File: config.mk
export PLATFORM = sky130hd
export DESIGN_NAME = fpu_issue
export DESIGN_NICKNAME = d
export VERILOG_FILES = /design/src/rtl/fpu_issue.sv
export SDC_FILE = /design/constraint.sdc
export NUM_CORES = 1
export LEC_CHECK = 0
export ABC_CLOCK_PERIOD_IN_PS = 5600
export CAP_MARGIN = 5
export CORE_MARGIN = 2
export CORE_UTILIZATION = 40
export DETAILED_ROUTE_END_ITERATION = 12
export PLACE_DENSITY_LB_ADDON = 0.25
export SYNTH_ARGS = -nofsm -noshare
export SYNTH_HDL_FRONTEND = slang
export SYNTH_SLANG_ARGS = --single-unit
File: constraint.sdc
create_clock -name aclk -period 5.6 [get_ports aclk]
set_input_delay 1.12 -clock aclk [delete_from_list [all_inputs] [get_ports aclk]]
set_output_delay 1.12 -clock aclk [all_outputs]
set_load 0.1 [all_outputs]
File: src/rtl/fpu_issue.sv
// Issue side of the FPU unit handshake: launches one operation, waits for the
// unit's result pulse and holds it for register-file writeback.
module fpu_issue #(
  parameter int TIMEOUT = 16,
  parameter int RD_W    = 6
) (
  input  logic            aclk,
  input  logic            areset,
  input  logic            req_valid,
  output logic            req_ready,
  input  logic [31:0]     req_a,
  input  logic [31:0]     req_b,
  input  logic [2:0]      req_op,
  input  logic [RD_W-1:0] req_rd,
  input  logic            req_bitres,
  input  logic            flush,
  output logic            data_valid,
  output logic [31:0]     a_data,
  output logic [31:0]     b_data,
  output logic [2:0]      op_data,
  input  logic [31:0]     c_data,
  input  logic            c_valid,
  output logic            wb_valid,
  input  logic            wb_ready,
  output logic [RD_W-1:0] wb_rd,
  output logic [31:0]     wb_data,
  output logic            busy,
  output logic            err
);

  typedef enum logic [2:0] {S_IDLE, S_ISSUE, S_WAIT, S_WB, S_DRAIN} state_t;

  localparam logic [7:0] TO_LAST = 8'(TIMEOUT - 1);

  state_t     state;
  logic [7:0] cnt;
  logic       bitres;

  function automatic logic [7:0] sat_inc(input logic [7:0] v);
    return (v == 8'hFF) ? v : v + 8'd1;
  endfunction

  function automatic logic [31:0] fmt_result(input logic bit_only, input logic [31:0] raw);
    return bit_only ? {31'b0, raw[0]} : raw;
  endfunction

  always_ff @(posedge aclk) begin
    if (areset) begin
      state      <= S_IDLE;
      cnt        <= 8'd0;
      bitres     <= 1'b0;
      req_ready  <= 1'b1;
      data_valid <= 1'b0;
      wb_valid   <= 1'b0;
      busy       <= 1'b0;
      err        <= 1'b0;
      a_data     <= 32'd0;
      b_data     <= 32'd0;
      op_data    <= 3'd0;
      wb_data    <= 32'd0;
      wb_rd      <= '0;
    end else begin
      data_valid <= 1'b0;
      case (state)
        S_IDLE: begin
          if (c_valid) err <= 1'b1;
          if (req_valid && req_ready && !flush) begin
            a_data     <= req_a;
            b_data     <= req_b;
            op_data    <= req_op;
            wb_rd      <= req_rd;
            bitres     <= req_bitres;
            data_valid <= 1'b1;
            req_ready  <= 1'b0;
            busy       <= 1'b1;
            state      <= S_ISSUE;
          end
        end
        S_ISSUE: begin
          if (c_valid) err <= 1'b1;
          cnt   <= 8'd0;
          state <= flush ? S_DRAIN : S_WAIT;
        end
        S_WAIT: begin
          // A flush that coincides with the result has nothing left to drain.
          if (flush && c_valid) begin
            state     <= S_IDLE;
            req_ready <= 1'b1;
            busy      <= 1'b0;
          end else if (flush) begin
            cnt   <= 8'd0;
            state <= S_DRAIN;
          end else if (c_valid) begin
            wb_data  <= fmt_result(bitres, c_data);
            wb_valid <= 1'b1;
            state    <= S_WB;
          end else if (cnt == TO_LAST) begin
            cnt      <= sat_inc(cnt);
            wb_data  <= 32'd0;
            wb_valid <= 1'b1;
            err      <= 1'b1;
            state    <= S_WB;
          end else begin
            cnt <= sat_inc(cnt);
          end
        end
        S_WB: begin
          if (c_valid) err <= 1'b1;
          if (flush || wb_ready) begin
            wb_valid  <= 1'b0;
            req_ready <= 1'b1;
            busy      <= 1'b0;
            state     <= S_IDLE;
          end
        end
        S_DRAIN: begin
          if (c_valid || cnt == TO_LAST) begin
            if (!c_valid) err <= 1'b1;
            req_ready <= 1'b1;
            busy      <= 1'b0;
            state     <= S_IDLE;
          end else begin
            cnt <= sat_inc(cnt);
          end
        end
        default: begin
          state     <= S_IDLE;
          req_ready <= 1'b1;
          busy      <= 1'b0;
          wb_valid  <= 1'b0;
        end
      endcase
    end
  end

endmodule

==> key figures <==
Power
  • NetSw: 718.0 µW
  • Peak supply drop: 0.2082 mV
  • Switching share of power: 29.39%
  • Internal power: 1725 µW
  • Leak: between 0.002 and 0.003 µW
  • Comb power frac: about a fifth
  • Clk network pwr share: 42.5%
  • Sequential share of power: 37.9%
  • PD cells: 319.7 nW/µm²
  • Power after layout: 2443 µW

Timing
  • Final hold viol count: 0
  • Max_slew headroom: 30.18%
  • Final Max Tran Viols: 0
  • Hold Worst Slack: 446.0 ps
  • Min Tclk post-route: 3088 ps
  • Final Skew: 6.711 ps
  • Sum Neg Setup Slack: 0 ps
  • Worst Tran Pin Value: 1044 ps
  • F_max: about 320 MHz
  • Crit share post-route: 55.15%
  • RSZ-0062 raised after global routing: no
  • Final setup viols: 0

Logic synthesis
  • Cell variety after synth: 42
  • Syn Area/Cell: 8.220 µm²
  • Yosys warning count: 0
  • Post-synthesis register bit count: 122
  • Mapped Cells: 590
  • Top FF cell, synth: dfxtp_1
  • Syn Std Cell Area: 4850 µm²
  • Seq/Total Area, Yosys: approximately half
  • Syn nets: 703
  • Post-synth EDFFs: 0
  • Fraction of registers with async set/reset: 0%

Placement
  • Placed Instances: 912
  • Global placer's final weighted congestion: just over 0.8
  • # port buffers: 221
  • DP HPWL: approximately 9900 µm

GRT
  • M3 GR Usage: 7.464%
  • M1 GR Usage: between 20% and 30%
  • First-pass GRT wire length: 23050 µm
  • All-Layer GR Usage: 22.48%
  • Number of global-route vias before repair: 4706
  • GR peak layer: met2
  • Met2 Use GR: a little under two fifths
  • Initial antenna violation count: 0
  • Largest net degree at the start of global routing: 76
  • Gr ovfl total: 0

Worst setup path
  • Crit path arrival time: between 3000 and 4000 ps
  • Slowest stage delay, CP: around 570 ps
  • Worst-path cell chain: clkdlybuf4s50_1, or3b_2, nor2_2, buf_4, nand4b_1, a21oi_1
  • Slowest-stage cell, CP: nor2_2
  • Crit end category: flip-flop
  • Kind of critical path: in2reg
  • Startpoint class of the critical path: primary input
  • CP required: 5930 ps
  • Crit Path Max Fanout: 19

Layout
  • Share of layout cells above drive strength 1: roughly 5.4%
  • Multi-input gate area: 2193 µm²
  • Finished Core Util: between 60% and 70%
  • ANT cells: 0
  • Fillcell total: approximately 1000
  • Synth-to-Final Area Change: 57.56%
  • Final non-filler cell total: 943
  • Final #Nets: around 900
  • Sequential standard cell area: 2442 µm²

Clock network
  • Clk Latency, worst-skew pair: 410 ps
  • Sink Count: 122
  • Post-CTS setup buffer count: 0
  • Clock root buffer: clkbuf_16
  • Post-CTS sizing: 0
  • TritonCTS buffer count: 17
  • H-tree depth: 4
  • CTS max path bufs: 2
  • Clk pin slew, worst setup/hold paths: approximately 50 ps
  • Hold_buf cts: 0
  • CTS tree: built

Floorplanning
  • Boundary Pins: ~220
  • Effective utilization at floorplan: between 40% and 50%
  • Die area: 13020 µm²
  • Row count: 40
  • Die width: 114.1 µm
  • Vert. Die Dim: 114.1 µm
  • Core area: 11910 µm²

Detailed routing
  • Vias per cell: 5.303
  • First-pass DRT Iterations: 5
  • Routed Antenna Nets: 0
  • Initial DRC Count: around 390
  • Routed WL: 15040 µm
  • Detailed-route via count: 5001
  • # DRC: 0
  • DR WL/cell: 15.95 µm

Flow run
  • Maxcap violations: 0

Hold path
  • Worst min path class: reg2reg

Run status
  • Status: complete, no violations
-- state kept, by name, indices dropped and copies added (netlist names) --
signal and cells:
cnt 8, data_valid 1, err 1, a_data 32
b_data 32, req_ready 1, state 3, busy 1
op_data 3, wb_rd 6, wb_valid 1, bitres 1
wb_data 32
-- synth_stat cells (2+ instances only) --
| cell | count | area share, % |
|---|---|---|
| a2111o_1 | 2 | 0.46 |
| a211oi_1 | 4 | 0.62 |
| a21oi_1 | 115 | 12 |
| a31oi_1 | 2 | 0.26 |
| and3_1 | 3 | 0.39 |
| and4_1 | 2 | 0.36 |
| buf_1 | 7 | 0.54 |
| buf_2 | 12 | 1.2 |
| clkbuf_1 | 32 | 2.5 |
| dfxtp_1 | 122 | 50 |
| inv_1 | 3 | 0.23 |
| mux2i_1 | 3 | 0.62 |
| nand2_1 | 157 | 12 |
| nand2b_1 | 6 | 0.77 |
| nand3_1 | 4 | 0.41 |
| nand4_1 | 3 | 0.39 |
| nand4b_1 | 31 | 5.6 |
| nor2_1 | 9 | 0.70 |
| nor2b_1 | 3 | 0.39 |
| nor3_1 | 3 | 0.31 |
| nor3b_1 | 2 | 0.31 |
| nor4b_1 | 2 | 0.36 |
| o21ai_0 | 38 | 3.9 |
| o31ai_1 | 2 | 0.31 |
| or3_1 | 3 | 0.39 |
| or3b_2 | 2 | 0.36 |
| or4_1 | 3 | 0.46 |
-- stage by stage --
stage	setup WS, ps	area, µm²
floorplan	3069	4850
finish	2512	7641
CTS	2505	7641
detailed placement	2095	7078
global route	2327	7641
global placement	2195	7078
-- path summary, 6_finish.rpt --
kind | from | endpoint | slack, ps | cells past startpoint
max | flush | wb_data[1] | 2510 | 6
min | err | err | 450 | 2
max reg2reg | state[1] | wb_data[1] | 3050 | 5
min reg2reg | err | err | 450 | 2
-- cell type report --
cell class | count | area share [%]
inverter | 3 | 0.1474
timing repair buffer | 226 | 29.41
tap | 147 | 2.407
clock buffer | 23 | 6.124
clock inverter | 8 | 1.244
multi-input combinational | 414 | 28.70
sequential | 122 | 31.96
-- layout by cell type (no fill, tap or decap), types with 3 or more instances in the layout --
master,count
a211oi_1,4
a21oi_1,115
and3_1,3
buf_4,6
clkbuf_1,4
clkbuf_16,17
clkdlybuf4s50_1,220
clkinv_2,4
dfxtp_1,122
inv_1,3
mux2i_1,3
nand2_1,157
nand2b_1,6
nand3_1,4
nand4_1,3
nand4b_1,31
nor2_1,8
nor2b_1,3
nor3_1,3
o21ai_0,38
or3_1,3
or4_1,3
-- logic make-up (layout without fill, tap and decap cells) --
family | Yosys count | in the layout | share of synthesized area, %
flip-flops | 122 | 122 | 50.36
adder cells (fa/ha/maj) | 1 | 1 | 0.2580
AO/OA/AOI/OAI | 172 | 172 | 19.43
XOR/XNOR | 1 | 1 | 0.1806
buffers and inverters | 54 | 260 | 4.489
multiplexers | 3 | 3 | 0.6192
AND/OR/NAND/NOR | 237 | 237 | 24.66
-- worst max-delay path, delay by kind of cell --
| family | cells | cell delay [ps] |
|---|---|---|
| simple gates | 3 | 1220 |
| compound gates | 1 | 170 |
| buf+inv | 2 | 890 |
-- layer usage --
metal	vias up	share of wire (%)
met2	200	47
met1	2334	43
met4	0	2.6
met5	-	0
met3	27	7.5
li1	2440	-
-- power groups by stage --
stage	logic (µW)	clock network (µW)	registers, µW
2_1_floorplan	99.7	0	1160
3_3_place_gp	476	0	942
3_5_place_dp	481	0	943
4_1_cts	482	1050	925
5_1_grt	502	1100	929
6_report	480	1040	926
No activity file was read; power rests on OpenSTA's default activity.
